===== config.mk =====
export PLATFORM = sky130hd
export DESIGN_NAME = fwd_hazard_ctrl
export DESIGN_NICKNAME = d
export VERILOG_FILES = /design/src/rtl/cpu_pkg.sv /design/src/rtl/fwd_select.sv /design/src/rtl/fwd_hazard_ctrl.sv
export SDC_FILE = /design/constraint.sdc
export NUM_CORES = 1
export LEC_CHECK = 0
export BUFFER_PORTS_ARGS = -buffer_cell sky130_fd_sc_hd__buf_2
export CORE_MARGIN = 3
export CORE_UTILIZATION = 45
export CTS_BUF_LIST = sky130_fd_sc_hd__clkbuf_4 sky130_fd_sc_hd__clkbuf_8 sky130_fd_sc_hd__clkbuf_16
export DETAILED_ROUTE_END_ITERATION = 6
export PLACE_DENSITY = 0.71
export SETUP_SLACK_MARGIN = 0.15
export SLEW_MARGIN = 10
export SYNTH_ARGS = -nofsm -noshare
export SYNTH_HDL_FRONTEND = slang
export SYNTH_SLANG_ARGS = --single-unit

===== constraint.sdc =====
create_clock -name clk -period 5.1 [get_ports clk]
set_clock_uncertainty 0.1 [all_clocks]
set_input_delay 1.02 -clock clk [delete_from_list [all_inputs] [get_ports clk]]
set_output_delay 1.02 -clock clk [all_outputs]
set_load 0.1 [all_outputs]

===== src/rtl/cpu_pkg.sv =====
// Shared pipeline types for operand forwarding and hazard control.
// Shadow-slot layout, forward-select encodings and hazard FSM states.
package cpu_pkg;

  localparam int SLOT_RA_W = 5;

  localparam logic [1:0] FWD_NONE = 2'b00;
  localparam logic [1:0] FWD_WB   = 2'b01;
  localparam logic [1:0] FWD_MEM  = 2'b10;

  typedef struct packed {
    logic                 valid;
    logic [SLOT_RA_W-1:0] rd;
    logic                 reg_wen;
    logic                 is_load;
    logic                 csr_reg_en;
  } slot_t;

  typedef enum logic {
    RUN   = 1'b0,
    STALL = 1'b1
  } state_t;

  // x0 is hardwired, so a slot targeting it never produces a value
  function automatic logic writes(
    slot_t                s,
    logic [SLOT_RA_W-1:0] r
  );
    return s.valid & s.reg_wen &
           (s.rd == r) & (s.rd != '0);
  endfunction

endpackage


===== src/rtl/fwd_select.sv =====
// Per-operand forward source select.
// The nearer producer (EX, landing in MEM) wins over MEM.
module fwd_select
  import cpu_pkg::*;
(
  input  logic                 use_rs,
  input  logic [SLOT_RA_W-1:0] rs,
  input  slot_t                ex_slot,
  input  slot_t                mem_slot,
  output logic [1:0]           sel
);

  logic hit_ex;
  logic hit_mem;

  assign hit_ex  = use_rs & writes(ex_slot, rs);
  assign hit_mem = use_rs & writes(mem_slot, rs);

  always_comb begin
    sel = FWD_NONE;
    priority case (1'b1)
      hit_ex:  sel = FWD_MEM;
      hit_mem: sel = FWD_WB;
      default: sel = FWD_NONE;
    endcase
  end

endmodule


===== src/rtl/fwd_hazard_ctrl.sv =====
// EX-stage forwarding and load-use hazard control.
// Shadows EX/MEM/WB destinations and registers forward selects.
module fwd_hazard_ctrl
  import cpu_pkg::*;
#(
  parameter int RA_W  = 5,
  parameter int CNT_W = 32
) (
  input  logic             clk,
  input  logic             rst_n,
  input  logic             id_valid,
  input  logic [RA_W-1:0]  id_rs1,
  input  logic [RA_W-1:0]  id_rs2,
  input  logic             id_use_rs1,
  input  logic             id_use_rs2,
  input  logic [RA_W-1:0]  id_rd,
  input  logic             id_reg_wen,
  input  logic             id_is_load,
  input  logic             id_csr_reg_en,
  input  logic             flush,
  input  logic             ext_stall,
  output logic             stall_if_id,
  output logic             bubble_ex,
  output logic [1:0]       forwardA,
  output logic [1:0]       forwardB,
  output logic             mem_csr_reg_en,
  output logic             wb_csr_reg_en,
  output logic [CNT_W-1:0] lu_stall_count
);

  slot_t      ex_q;
  slot_t      mem_q;
  slot_t      wb_q;
  slot_t      id_slot;
  state_t     state_q;
  state_t     state_d;
  logic       lu;
  logic [1:0] nxt_a;
  logic [1:0] nxt_b;

  assign id_slot = '{
    valid:      id_valid,
    rd:         id_rd,
    reg_wen:    id_reg_wen,
    is_load:    id_is_load,
    csr_reg_en: id_csr_reg_en
  };

  fwd_select u_sel_a (
    .use_rs   (id_use_rs1),
    .rs       (id_rs1),
    .ex_slot  (ex_q),
    .mem_slot (mem_q),
    .sel      (nxt_a)
  );

  fwd_select u_sel_b (
    .use_rs   (id_use_rs2),
    .rs       (id_rs2),
    .ex_slot  (ex_q),
    .mem_slot (mem_q),
    .sel      (nxt_b)
  );

  always_comb begin
    lu      = 1'b0;
    state_d = RUN;
    unique case (state_q)
      RUN: begin
        lu = id_valid & ex_q.is_load &
             ((id_use_rs1 & writes(ex_q, id_rs1)) |
              (id_use_rs2 & writes(ex_q, id_rs2)));
        state_d = (lu & ~flush) ? STALL : RUN;
      end
      STALL: state_d = RUN;
      default: state_d = RUN;
    endcase
  end

  assign stall_if_id = lu & ~flush;
  assign bubble_ex   = (lu | flush) & ~ext_stall;

  always_ff @(posedge clk or negedge rst_n) begin
    if (!rst_n) begin
      ex_q           <= '0;
      mem_q          <= '0;
      wb_q           <= '0;
      state_q        <= RUN;
      forwardA       <= FWD_NONE;
      forwardB       <= FWD_NONE;
      mem_csr_reg_en <= 1'b0;
      wb_csr_reg_en  <= 1'b0;
      lu_stall_count <= '0;
    end else if (!ext_stall) begin
      mem_q          <= ex_q;
      wb_q           <= mem_q;
      mem_csr_reg_en <= ex_q.valid & ex_q.csr_reg_en;
      wb_csr_reg_en  <= mem_q.valid & mem_q.csr_reg_en;
      state_q        <= state_d;
      if (flush || lu) begin
        ex_q     <= '0;
        forwardA <= FWD_NONE;
        forwardB <= FWD_NONE;
      end else begin
        ex_q     <= id_slot;
        forwardA <= nxt_a;
        forwardB <= nxt_b;
      end
      // a flushed load-use never issues, so it is not counted
      if (lu && !flush && lu_stall_count != '1)
        lu_stall_count <= lu_stall_count + 1'b1;
    end
  end

endmodule


Word level (Yosys, flattened, before mapping)
Index checks and enable logic that the tools add are counted.
{ "classes": {"add_sub_neg": 1, "eq_ne": 5, "muxes": 10, "n_bitwise": 26, "reduce_logical": 7} }
{ "ops": {"columns": ["cell", "n"], "rows": [
  ["$add A32 B1 Y32 const B", 1],
  ["$ne A32 B32 Y1 const B", 1],
  ["$and A1 B1 Y1", 21],
  ["$eq A5 B5 Y1", 4],
  ["$reduce_bool A5 Y1", 2],
  ["$mux W9", 1],
  ["$mux W2", 4],
  ["$mux W1", 4],
  ["$not A1 Y1", 3],
  ["$logic_and A1 B1 Y1", 2],
  ["$or A1 B1 Y1", 2],
  ["$pmux W1 S2", 1],
  ["$reduce_and A2 Y1", 1],
  ["$logic_not A1 Y1", 1],
  ["$logic_or A1 B1 Y1", 1]
]} }
{ "word_totals": {"ff_bits": 56, "inputBits": 25, "output_inout_bits": 40, "wordCells": 64} }

Logic depth before layout (Yosys ltp)
{ "logic_depth": {"word_depth": 10, "depth_mapped": 8, "ltp_nobuf": 7} }

By module
Synthesis repeated with hierarchy kept, for this count alone.
{ "unflattened": {"hier_cells": 270, "area_unflattened_um2": 2947.8} }
{ "by_module_without_submodules": {"columns": ["module", "instances", "cells_per_inst", "area_per_inst_um2", "seq_area_each_um2"], "rows": [
  ["fwd_hazard_ctrl", 1, 224, 2620.0, 1426.4],
  ["fwd_select", 2, 23, 163.9, 0.0]
]} }

Worst setup path after synthesis
OpenSTA, ideal clock, no wires.
{ "synth_path": {"path_kind": "input port to output port", "from": "input id_rs1[2]", "to": "output bubble_ex", "t_arrival_ns": 3.542, "required_ns": 3.980, "path_slack_ns": 0.438, "cell_stages": 5, "path_buffers": 0, "cell_sequence": "xor2_1 -> nor4_4 -> nand3_4 -> a211o_2 -> a21oi_1"} }
{ "synth_between": {"elab_chain_cells": 9} }
{ "synth_lines": {"columns": ["element", "line_no", "source"], "rows": [
  ["start: declaration", "fwd_hazard_ctrl.sv:12", "input logic [RA_W-1:0] id_rs1,"],
  ["$eq A5 B5 Y1", "cpu_pkg.sv:30", "(s.rd == r) & (s.rd != '0);"],
  ["$and A1 B1 Y1", "cpu_pkg.sv:29", "return s.valid & s.reg_wen &"],
  ["$and A1 B1 Y1", "cpu_pkg.sv:30", null],
  ["$and A1 B1 Y1", "fwd_hazard_ctrl.sv:71", "((id_use_rs1 & writes(ex_q, id_rs1)) |"],
  ["$or A1 B1 Y1", "fwd_hazard_ctrl.sv:71", null],
  ["$and A1 B1 Y1", "fwd_hazard_ctrl.sv:70", "lu = id_valid & ex_q.is_load &"],
  ["$mux W1", "fwd_hazard_ctrl.sv:68", "unique case (state_q)"],
  ["$or A1 B1 Y1", "fwd_hazard_ctrl.sv:81", "assign bubble_ex = (lu | flush) & ~ext_stall;"],
  ["$and A1 B1 Y1", "fwd_hazard_ctrl.sv:81", null],
  ["end: declaration", "fwd_hazard_ctrl.sv:23", "output logic bubble_ex,"]
]} }
Every way passes these cells.

Final worst setup path
Same ends and word-level chain as after synthesis.

==> flow_summary.json <==
{
  "outcome": "complete, no violations",
  "grt_pass1_vias": 2140,
  "worstPathCellList": "buf_2 -> xor2_1 -> nor4_4 -> nand3_4 -> a211o_2 -> a21oi_1 -> buf_2",
  "clockBufferDepth": 2,
  "cts_htree_levels": 2,
  "floorplan.rows": 28,
  "max_slew_margin_pct": 52.8,
  "finalSetupViolations": 0,
  "layout_common_cells": "sky130_fd_sc_hd__buf_2, sky130_fd_sc_hd__dfrtp_1, sky130_fd_sc_hd__xnor2_1, sky130_fd_sc_hd__xor2_1, sky130_fd_sc_hd__nand3_1",
  "vdd.ir_drop.worst_uv": 134,
  "die_area_um2": 7390,
  "async_reset_ff_share_pct": 100,
  "synth_top_flop_cell": "sky130_fd_sc_hd__dfrtp_1",
  "synth.yosys.warnings": 0,
  "stdcell_count": 394,
  "synthesis.area_um2": 2880,
  "grt.overflow.total": 0,
  "layout.cells.most_common": "sky130_fd_sc_hd__buf_2",
  "num-nets-final": 344,
  "timing.setup.critical_path_class": "in -> out",
  "drt_drc_violations_left": 0,
  "final_util_pct": 55.2,
  "worstPathArrival_ps": 2840,
  "start_util_pct": 47.5,
  "fin_hold_ws_ps": 396,
  "setup_tns_ps": 0,
  "avgViaCountPerCell": 5.75,
  "worst_path_bufs_invs": 2,
  "grt.total_usage_pct": 17.7,
  "synth_nets": 281,
  "p_leak_nw": 1.59,
  "grt_setup_unrepaired": "no",
  "tritoncts": "built",
  "antenna_cells": 0,
  "critical-path-top-cell-by-count": "sky130_fd_sc_hd__buf_2",
  "cts_setup_buffers": 0,
  "grt_start_max_net_pins": 57,
  "multi_input_comb_area_um2": 1420,
  "coreArea_um2": 6060,
  "synth.avg_cell_area_um2": 11.3,
  "via_count": 2265,
  "cts_sinks": 56,
  "netlist_instances": 255,
  "sequential_cell_area_um2": 1400,
  "type_of_the_tightest_min_delay_check": "reg -> reg",
  "dieWidth_um": 86.0,
  "synth.distinct_cells": 41,
  "dpl_worst_slack_ps": 1140,
  "ctsResizeCount": 0,
  "grt_first_pass_wirelength_um": 10500,
  "insertion_delay_ps": 310,
  "timing_hold_violations_final": 0,
  "finalWorstPathRequiredPeriod_ps": 3960,
  "tritoncts.num_buffers": 5,
  "chipHeight_um": 86.0,
  "timing_worst_slew_pin_value_ps": 708,
  "detailedPlacementHpwl_um": 4560,
  "cts.clk_slew.worst_paths_ps": 110,
  "post_drt_wl_per_cell_um": 15.8,
  "layout_cells_sized_above_1_pct": 28.8,
  "crit_path_end_kind": "output pin",
  "cts_hold_buffers": 0,
  "synth_sequential_area_ratio_pct": 48.7,
  "maximum_net_fanout_on_the_critical_path": 5,
  "postSynthRegisterBits": 56,
  "total_wirelength_of_the_detailed_routed_design_um": 6240,
  "timing.max_cap.violations": 0,
  "final_max_slew_viol_count": 0,
  "drt_iter0_drc": 126,
  "firstDrtPassIters": 4,
  "cpPeakStageDelay_ps": 440,
  "fill_cells": 543,
  "syn_to_final_growth_pct": 16.4,
  "dp.cells": 386,
  "antenna_found_initial": 0,
  "setup_ws_ps": 1140,
  "startpoint_type": "primary input",
  "synth_enable_flop_cells": 0,
  "place.port_buffers": 64,
  "cts_root_buffer": "sky130_fd_sc_hd__clkbuf_8",
  "fmax_mhz": 253,
  "gpl.final_weighted_congestion": 0.802,
  "ant_nets": 0,
  "ios": 65,
  "power_density_nw_per_um2": 241,
  "path_delay_family": "buffers and inverters",
  "critical-path-slowest-cell": "sky130_fd_sc_hd__buf_2",
  "final_min_period_over_clock_period_pct": 77.6,
  "cp.required_ps": 3980
}
==> layer usage <==
| metal | GRT usage (%) | routed length [um] |
|---|---|---|
| met4 | 4.46 | 80 |
| met3 | 3.75 | 272 |
| met5 | 0 | 0 |
| met1 | 25.2 | 2920 |
| met2 | 27.8 | 2970 |
==> cell usage after synthesis, types with 3 or more instances <==
cell	instances	share of area (%)
sky130_fd_sc_hd__and4_1	10	3.0
sky130_fd_sc_hd__nor3_1	5	0.87
sky130_fd_sc_hd__mux2_2	9	3.5
sky130_fd_sc_hd__nand2_1	15	2.0
sky130_fd_sc_hd__nor2_1	9	1.2
sky130_fd_sc_hd__nand3_1	18	3.1
sky130_fd_sc_hd__dfrtp_1	56	49
sky130_fd_sc_hd__nand3b_1	3	0.78
sky130_fd_sc_hd__xnor2_1	33	10
sky130_fd_sc_hd__clkbuf_1	6	0.78
sky130_fd_sc_hd__o31ai_1	3	0.78
sky130_fd_sc_hd__and3_1	11	2.4
sky130_fd_sc_hd__a22o_1	11	3.3
sky130_fd_sc_hd__xor2_1	18	5.5
sky130_fd_sc_hd__nand4_1	17	3.7
==> metrics by stage <==
step | power [W] | area [um^2]
finish | 0.000807 | 3350
global route | 0.000847 | 3350
CTS | 0.000819 | 3350
detailed placement | 0.000565 | 3250
global placement | 0.000563 | 3250
floorplan | 0.000530 | 2880
==> final cells by class <==
type	count	area share (%)
timing repair buffer	65	9.79
clock buffer	5	2.06
sequential	56	41.9
multi-input combinational	188	42.5
inverter	2	0.224
tap	75	2.80
clock inverter	3	0.747
==> sequential cells by signal (all words and copies together), names as in the netlist <==
name            cells
ex_q                9
forwardA            2
forwardB            2
lu_stall_count     32
mem_csr_reg_en      1
mem_q               8
state_q             1
wb_csr_reg_en       1
==> worst min-delay path, stage by stage, from the launching register on <==
cell and delay (ps):
sky130_fd_sc_hd__dfrtp_1 360, sky130_fd_sc_hd__nand2_1 50, sky130_fd_sc_hd__o31ai_1 50
==> cell families after synthesis <==
group,share of synthesized area [%]
AO/OA/AOI/OAI,7.57
buffers and inverters,1.78
flip-flops,48.7
XOR/XNOR,15.5
AND/OR/NAND/NOR,22.4
adder cells (fa/ha/maj),0.435
multiplexers,3.52
==> worst paths after layout <==
kind                                          start                        endpoint  slack [ps]  cells after the start
worst max-delay path                      id_rs1[2]                       bubble_ex        1140                      7
worst min-delay path            state_q$_DFFE_PN0N_             state_q$_DFFE_PN0N_         400                      2
worst max register to register  ex_q[5]$_DFFE_PN0N_  lu_stall_count[11]$_DFFE_PN0P_        2540                      6
worst min register to register  state_q$_DFFE_PN0N_             state_q$_DFFE_PN0N_         400                      2
max in group asynchronous                     rst_n             ex_q[8]$_DFFE_PN0N_        3730                      2
min in group asynchronous                     rst_n  lu_stall_count[21]$_DFFE_PN0P_         720                      2
==> where the power goes <==
| part | total (W) | switching [W] | internal [W] |
|---|---|---|---|
| Clock | 0.000252 | 0.000151 | 0.000100 |
| Sequential | 0.000474 | 0.0000168 | 0.000457 |
| Combinational | 0.0000811 | 0.0000476 | 0.0000335 |
| Total | 0.000807 | 0.000216 | 0.000591 |
(Power assumes the default switching activity.)
